[config.mk]
export PLATFORM = sky130hd
export DESIGN_NAME = phase_scheduler
export DESIGN_NICKNAME = d
export VERILOG_FILES = /design/src/rtl/phase_scheduler.sv
export SDC_FILE = /design/constraint.sdc
export NUM_CORES = 1
export LEC_CHECK = 0
export CAP_MARGIN = 20
export CORE_ASPECT_RATIO = 0.9
export CORE_MARGIN = 2
export CORE_UTILIZATION = 45
export CTS_CLUSTER_DIAMETER = 150
export DETAILED_ROUTE_END_ITERATION = 16
export GPL_ROUTABILITY_DRIVEN = 0
export PLACE_DENSITY = 0.8
export SLEW_MARGIN = 10
export SYNTH_ARGS = -nofsm -noshare
export SYNTH_HDL_FRONTEND = slang
export SYNTH_SLANG_ARGS = --single-unit
[constraint.sdc]
create_clock -name clock -period 2.5 [get_ports clock]
set_clock_uncertainty 0.1 [all_clocks]
set_input_delay 0.5 -clock clock [delete_from_list [all_inputs] [get_ports clock]]
set_output_delay 0.5 -clock clock [all_outputs]
set_load 0.02 [all_outputs]
[src/rtl/phase_scheduler.sv]
// Demand-actuated two-road phase scheduler: PG rests until a secondary or pedestrian call,
// then runs PY/AR1/SG/SY/AR2, timing every phase in 1 Hz ticks from the register-bank values.
module phase_scheduler #(
  parameter int unsigned ALLRED = 2,
  parameter int unsigned FLASH  = 3
) (
  input  logic       clock,
  input  logic       reset,
  input  logic       tick,
  input  logic [6:0] Tpv,
  input  logic [6:0] Tsv,
  input  logic [6:0] Ta,
  input  logic       sec_car,
  input  logic       ped_req_p,
  output logic [2:0] Principal_Road,
  output logic [2:0] Secondary_Road,
  output logic [1:0] Principal_Pedestrian,
  output logic [1:0] Secondary_Pedestrian,
  output logic [1:0] MuxSel,
  output logic [6:0] timeRemaining,
  output logic [2:0] StateFlag
);

  typedef enum logic [2:0] {
    PG  = 3'd0,
    PY  = 3'd1,
    AR1 = 3'd2,
    SG  = 3'd3,
    SY  = 3'd4,
    AR2 = 3'd5
  } state_e;

  localparam logic [6:0] ALLRED_LD = (ALLRED == 0) ? 7'd1 : 7'(ALLRED);
  localparam logic [6:0] FLASH_LD  = 7'(FLASH);

  state_e     state_q, state_d, nxt;
  logic [6:0] cnt_q, cnt_d;
  logic       ext_q, ext_d;
  logic       sec_call_q, sec_call_d;
  logic       blink_q, blink_d;
  logic       demand, expire, window, advance;
  logic [6:0] tpv_ld, tsv_ld, ta_ld, nxt_ld;
  logic [1:0] walk;

  function automatic logic [6:0] at_least_1(input logic [6:0] v);
    return (v == 7'd0) ? 7'd1 : v;
  endfunction

  assign tpv_ld = at_least_1(Tpv);
  assign tsv_ld = at_least_1(Tsv);
  assign ta_ld  = at_least_1(Ta);

  assign demand = sec_call_q | sec_car | ped_req_p;
  assign expire = (cnt_q <= 7'd1);
  // Pedestrian flash window: PG extension, or the last FLASH ticks of SG.
  assign window = (state_q == PG) ? ext_q
                : ((state_q == SG) && (cnt_q != 7'd0) && (cnt_q <= FLASH_LD));

  always_comb begin
    nxt    = PG;
    nxt_ld = tpv_ld;
    case (state_q)
      PG:      begin nxt = PY;  nxt_ld = ta_ld;     end
      PY:      begin nxt = AR1; nxt_ld = ALLRED_LD; end
      AR1:     begin nxt = SG;  nxt_ld = tsv_ld;    end
      SG:      begin nxt = SY;  nxt_ld = ta_ld;     end
      SY:      begin nxt = AR2; nxt_ld = ALLRED_LD; end
      default: begin nxt = PG;  nxt_ld = tpv_ld;    end
    endcase
  end

  always_comb begin
    state_d    = state_q;
    cnt_d      = cnt_q;
    ext_d      = ext_q;
    blink_d    = blink_q;
    sec_call_d = sec_call_q | sec_car | ped_req_p;
    advance    = 1'b0;
    if (tick) begin
      if (!expire) begin
        cnt_d = cnt_q - 7'd1;
        if (window) blink_d = ~blink_q;
      end else if (state_q == PG && !ext_q) begin
        // Counter 0 means resting; a demand seen on any tick starts the flash extension.
        if (!demand)                cnt_d = 7'd0;
        else if (FLASH_LD != 7'd0) begin
          ext_d = 1'b1;
          cnt_d = FLASH_LD;
        end else                    advance = 1'b1;
      end else begin
        advance = 1'b1;
      end
    end
    if (advance) begin
      state_d = nxt;
      cnt_d   = nxt_ld;
      ext_d   = 1'b0;
      blink_d = 1'b0;
      if (nxt == SG) sec_call_d = sec_car | ped_req_p;
    end
  end

  always_ff @(posedge clock) begin
    if (reset) begin
      state_q    <= PG;
      cnt_q      <= tpv_ld;
      ext_q      <= 1'b0;
      sec_call_q <= 1'b0;
      blink_q    <= 1'b0;
    end else begin
      state_q    <= state_d;
      cnt_q      <= cnt_d;
      ext_q      <= ext_d;
      sec_call_q <= sec_call_d;
      blink_q    <= blink_d;
    end
  end

  assign walk = window ? (blink_q ? 2'b00 : 2'b10) : 2'b01;

  always_comb begin
    Principal_Road       = 3'b100;
    Secondary_Road       = 3'b100;
    Principal_Pedestrian = 2'b10;
    Secondary_Pedestrian = 2'b10;
    MuxSel               = 2'b11;
    case (state_q)
      PG: begin
        Principal_Road       = 3'b001;
        Secondary_Pedestrian = walk;
        MuxSel               = ext_q ? 2'b11 : 2'b00;
      end
      PY: begin
        Principal_Road = 3'b010;
        MuxSel         = 2'b10;
      end
      SG: begin
        Secondary_Road       = 3'b001;
        Principal_Pedestrian = walk;
        MuxSel               = 2'b01;
      end
      SY: begin
        Secondary_Road = 3'b010;
        MuxSel         = 2'b10;
      end
      default: MuxSel = 2'b11;
    endcase
  end

  assign timeRemaining = cnt_q;
  assign StateFlag     = state_q;

endmodule

==> impl_metrics.env <==
export IMPL_clockBufferDepth=2
export IMPL_crit_path_start="timeRemaining[5]$_DFFE_PP_"
export IMPL_fin_nets=244
export IMPL_first_iter_violations=78
export IMPL_dieArea_um2=3374
export IMPL_vdd_drop_max_mv=0.1450
export IMPL_numCtsBuffers=3
export IMPL_finalSetupTns_ns=0
export IMPL_grt_total_usage=0.2619
export IMPL_dp_slack_ns=-0.1386
export IMPL_vias=1451
export IMPL_grt_max_degree=23
export IMPL_synth_edf_count=7
export IMPL_clkTransAtPathRegs_ns=0.08
export IMPL_fp_coreArea_um2=2770
export IMPL_clk_latency_ns=0.27
export IMPL_dpl_hpwl_um=3236
export IMPL_critPathMaxFanout=2
export IMPL_final_cell_mix="39 x clkdlybuf4s50_1, 21 x buf_4, 15 x nand2_1"
export IMPL_rrSetupSlack_ns=0.29
export IMPL_cts_tree="yes"
export IMPL_ys_seq_area_frac=0.2510
export IMPL_wire_per_inst_um=16.01
export IMPL_hold_ws_ns=0.4134
export IMPL_fmaxAchievable_mhz=405.5
export IMPL_first_global_vias=1451
export IMPL_finalHoldViolations=0
export IMPL_rr_worst_depth=5
export IMPL_cp_end_kind="primary output"
export IMPL_final_common_cell="clkdlybuf4s50_1"
export IMPL_grt_first_pass_wirelength_um=6913
export IMPL_finalCritPeriodShare=0.9865
export IMPL_synth_async_reset_ratio=0
export IMPL_dr_max_layer_used="met4"
export IMPL_postCtsSetupRepairBufs=0
export IMPL_syn_area_um2=1316
export IMPL_io_pins=48
export IMPL_netlist_cell_type_count=47
export IMPL_finalWorstPathRequiredPeriod_ns=2.466
export IMPL_ctsRootBufferMaster="clkbuf_4"
export IMPL_timing_critical_path_arrival_ns=1.87
export IMPL_die_w_um=61.01
export IMPL_endpoint="Principal_Pedestrian[1]"
export IMPL_wl_met1_um=1736
export IMPL_hold_path_class="reg2reg"
export IMPL_drtPass1Iterations=8
export IMPL_postCtsHoldBufs=0
export IMPL_reg2reg_to="timeRemaining[3]$_DFFE_PP_"
export IMPL_final_setup_worst_slack_ns=0.03386
export IMPL_synth_fp_nets=182
export IMPL_power_leakage_nw=0.8186
export IMPL_num_rows=18
export IMPL_power_density_nw_per_um2=347.7
export IMPL_yosysWarnings=0
export IMPL_post_route_drc_count=0
export IMPL_syn_area_per_cell_um2=8.603
export IMPL_die_y_um=55.31
export IMPL_slew_headroom=0.7027
export IMPL_wl_met2_um=2072
export IMPL_h_tree_depth=1
export IMPL_antenna_cells=0
export IMPL_grt_overflow=0
export IMPL_drv_cap=0
export IMPL_cp_required_ns=1.90
export IMPL_area_delta_synth_final_pct=46.86
export IMPL_finalSetupViolCount=0
export IMPL_port_buffers=47
export IMPL_outcome="finished, final reports clean"
export IMPL_r2r_start="StateFlag[1]$_SDFFE_PP0P_"
export IMPL_layout_drive_gt1_share=0.2196
export IMPL_vias_per_cell=5.713
export IMPL_post_route_util=0.6978
export IMPL_wl_met3_um=215
export IMPL_tightest_slew_ns=0.4459
export IMPL_antenna_left=0
export IMPL_rsz0062_at_grt="yes"
export IMPL_synthCells=153
export IMPL_critPathKind="reg2out"
export IMPL_drt_wl_total_um=4067
export IMPL_antenna_found_initial=0
export IMPL_ctsResizeCount=14
export IMPL_ys_flop_type="edfxtp_1"
export IMPL_initial_core_util=0.4752
export IMPL_ys_ff_latch=13
export IMPL_critPathLaunchType="register"
export IMPL_clock_sinks=13
export IMPL_report_final_slew_viol_count=0
through the flow:
stage               instances  total power [W]  area [um^2]
global placement          250        0.0005306         1916
CTS                       254        0.0006687         1924
global route              254        0.0007064         1933
finish                    254        0.0006722         1933
detailed placement        250        0.0005429         1916
floorplan                 153        0.0003954         1316
worst min-delay path by stage:
stage                          startpoint                    end  cells after the start
floorplan           sec_call_q$_SDFF_PP0_  sec_call_q$_SDFF_PP0_                      2
global placement    sec_call_q$_SDFF_PP0_  sec_call_q$_SDFF_PP0_                      2
detailed placement  sec_call_q$_SDFF_PP0_  sec_call_q$_SDFF_PP0_                      2
CTS                 sec_call_q$_SDFF_PP0_  sec_call_q$_SDFF_PP0_                      2
global route        sec_call_q$_SDFF_PP0_  sec_call_q$_SDFF_PP0_                      2
finish              sec_call_q$_SDFF_PP0_  sec_call_q$_SDFF_PP0_                      2
critical path: stages, from the launching register on:
cell and delay [ns]:
edfxtp_1 0.39, or3_4 0.42, nor3_4 0.15, a32o_2 0.19, or2b_1 0.24, nand2_1 0.09, buf_6 0.12
final cells by class:
| type | instances | area (um^2) |
|---|---|---|
| Timing Repair Buffer | 68 | 619.3 |
| Inverter | 9 | 33.78 |
| Clock buffer | 4 | 26.28 |
| Tap cell | 40 | 50.05 |
| Sequential cell | 13 | 330.3 |
| Fill cell | 234 | 837.1 |
| Multi-Input combinational cell | 120 | 873.3 |
cell families after synthesis:
kind of cell	share of synthesized area
flip-flops	0.2510
XOR/XNOR	0.01331
adder cells (fa/ha/maj)	0.02852
AND/OR/NAND/NOR	0.2557
buffers and inverters	0.08555
AO/OA/AOI/OAI	0.2605
multiplexers	0.1055
flip-flops by register name (all words and copies together), names as in the netlist:
register / count
StateFlag: 3
sec_call_q: 1
ext_q: 1
timeRemaining: 7
blink_q: 1
Yosys cell counts (2+ instances only):
master,instances,area [um^2]
nand2_1,15,56.30
nor2_1,14,52.55
inv_1,9,33.78
a21oi_1,8,40.04
nor3_1,8,40.04
edfxtp_1,7,210.2
mux2_2,7,78.83
a222oi_1,6,60.06
a22o_1,6,52.55
clkbuf_1,6,22.52
dfxtp_1,6,120.1
buf_6,5,56.30
o21ai_0,5,25.02
a211oi_1,4,30.03
nand3_1,4,20.02
ha_1,3,37.54
mux2i_1,3,30.03
or2_2,3,18.77
a2bb2oi_1,2,17.52
mux2_4,2,30.03
nor4_1,2,12.51
o221ai_1,2,17.52
o32ai_1,2,17.52
metal layers:
layer	vias to the layer above	GRT usage
met4	0	0.05590
met1	674	0.3548
li1	711	-
met3	6	0.04918
met2	60	0.4286
met5	-	0
power by group:
group | switching, W | internal, W
Clock | 0.0000688 | 0.0000618
Combinational | 0.000135 | 0.000145
Sequential | 0.0000138 | 0.000247
Total | 0.000218 | 0.000454
(Power assumes the default switching activity.)
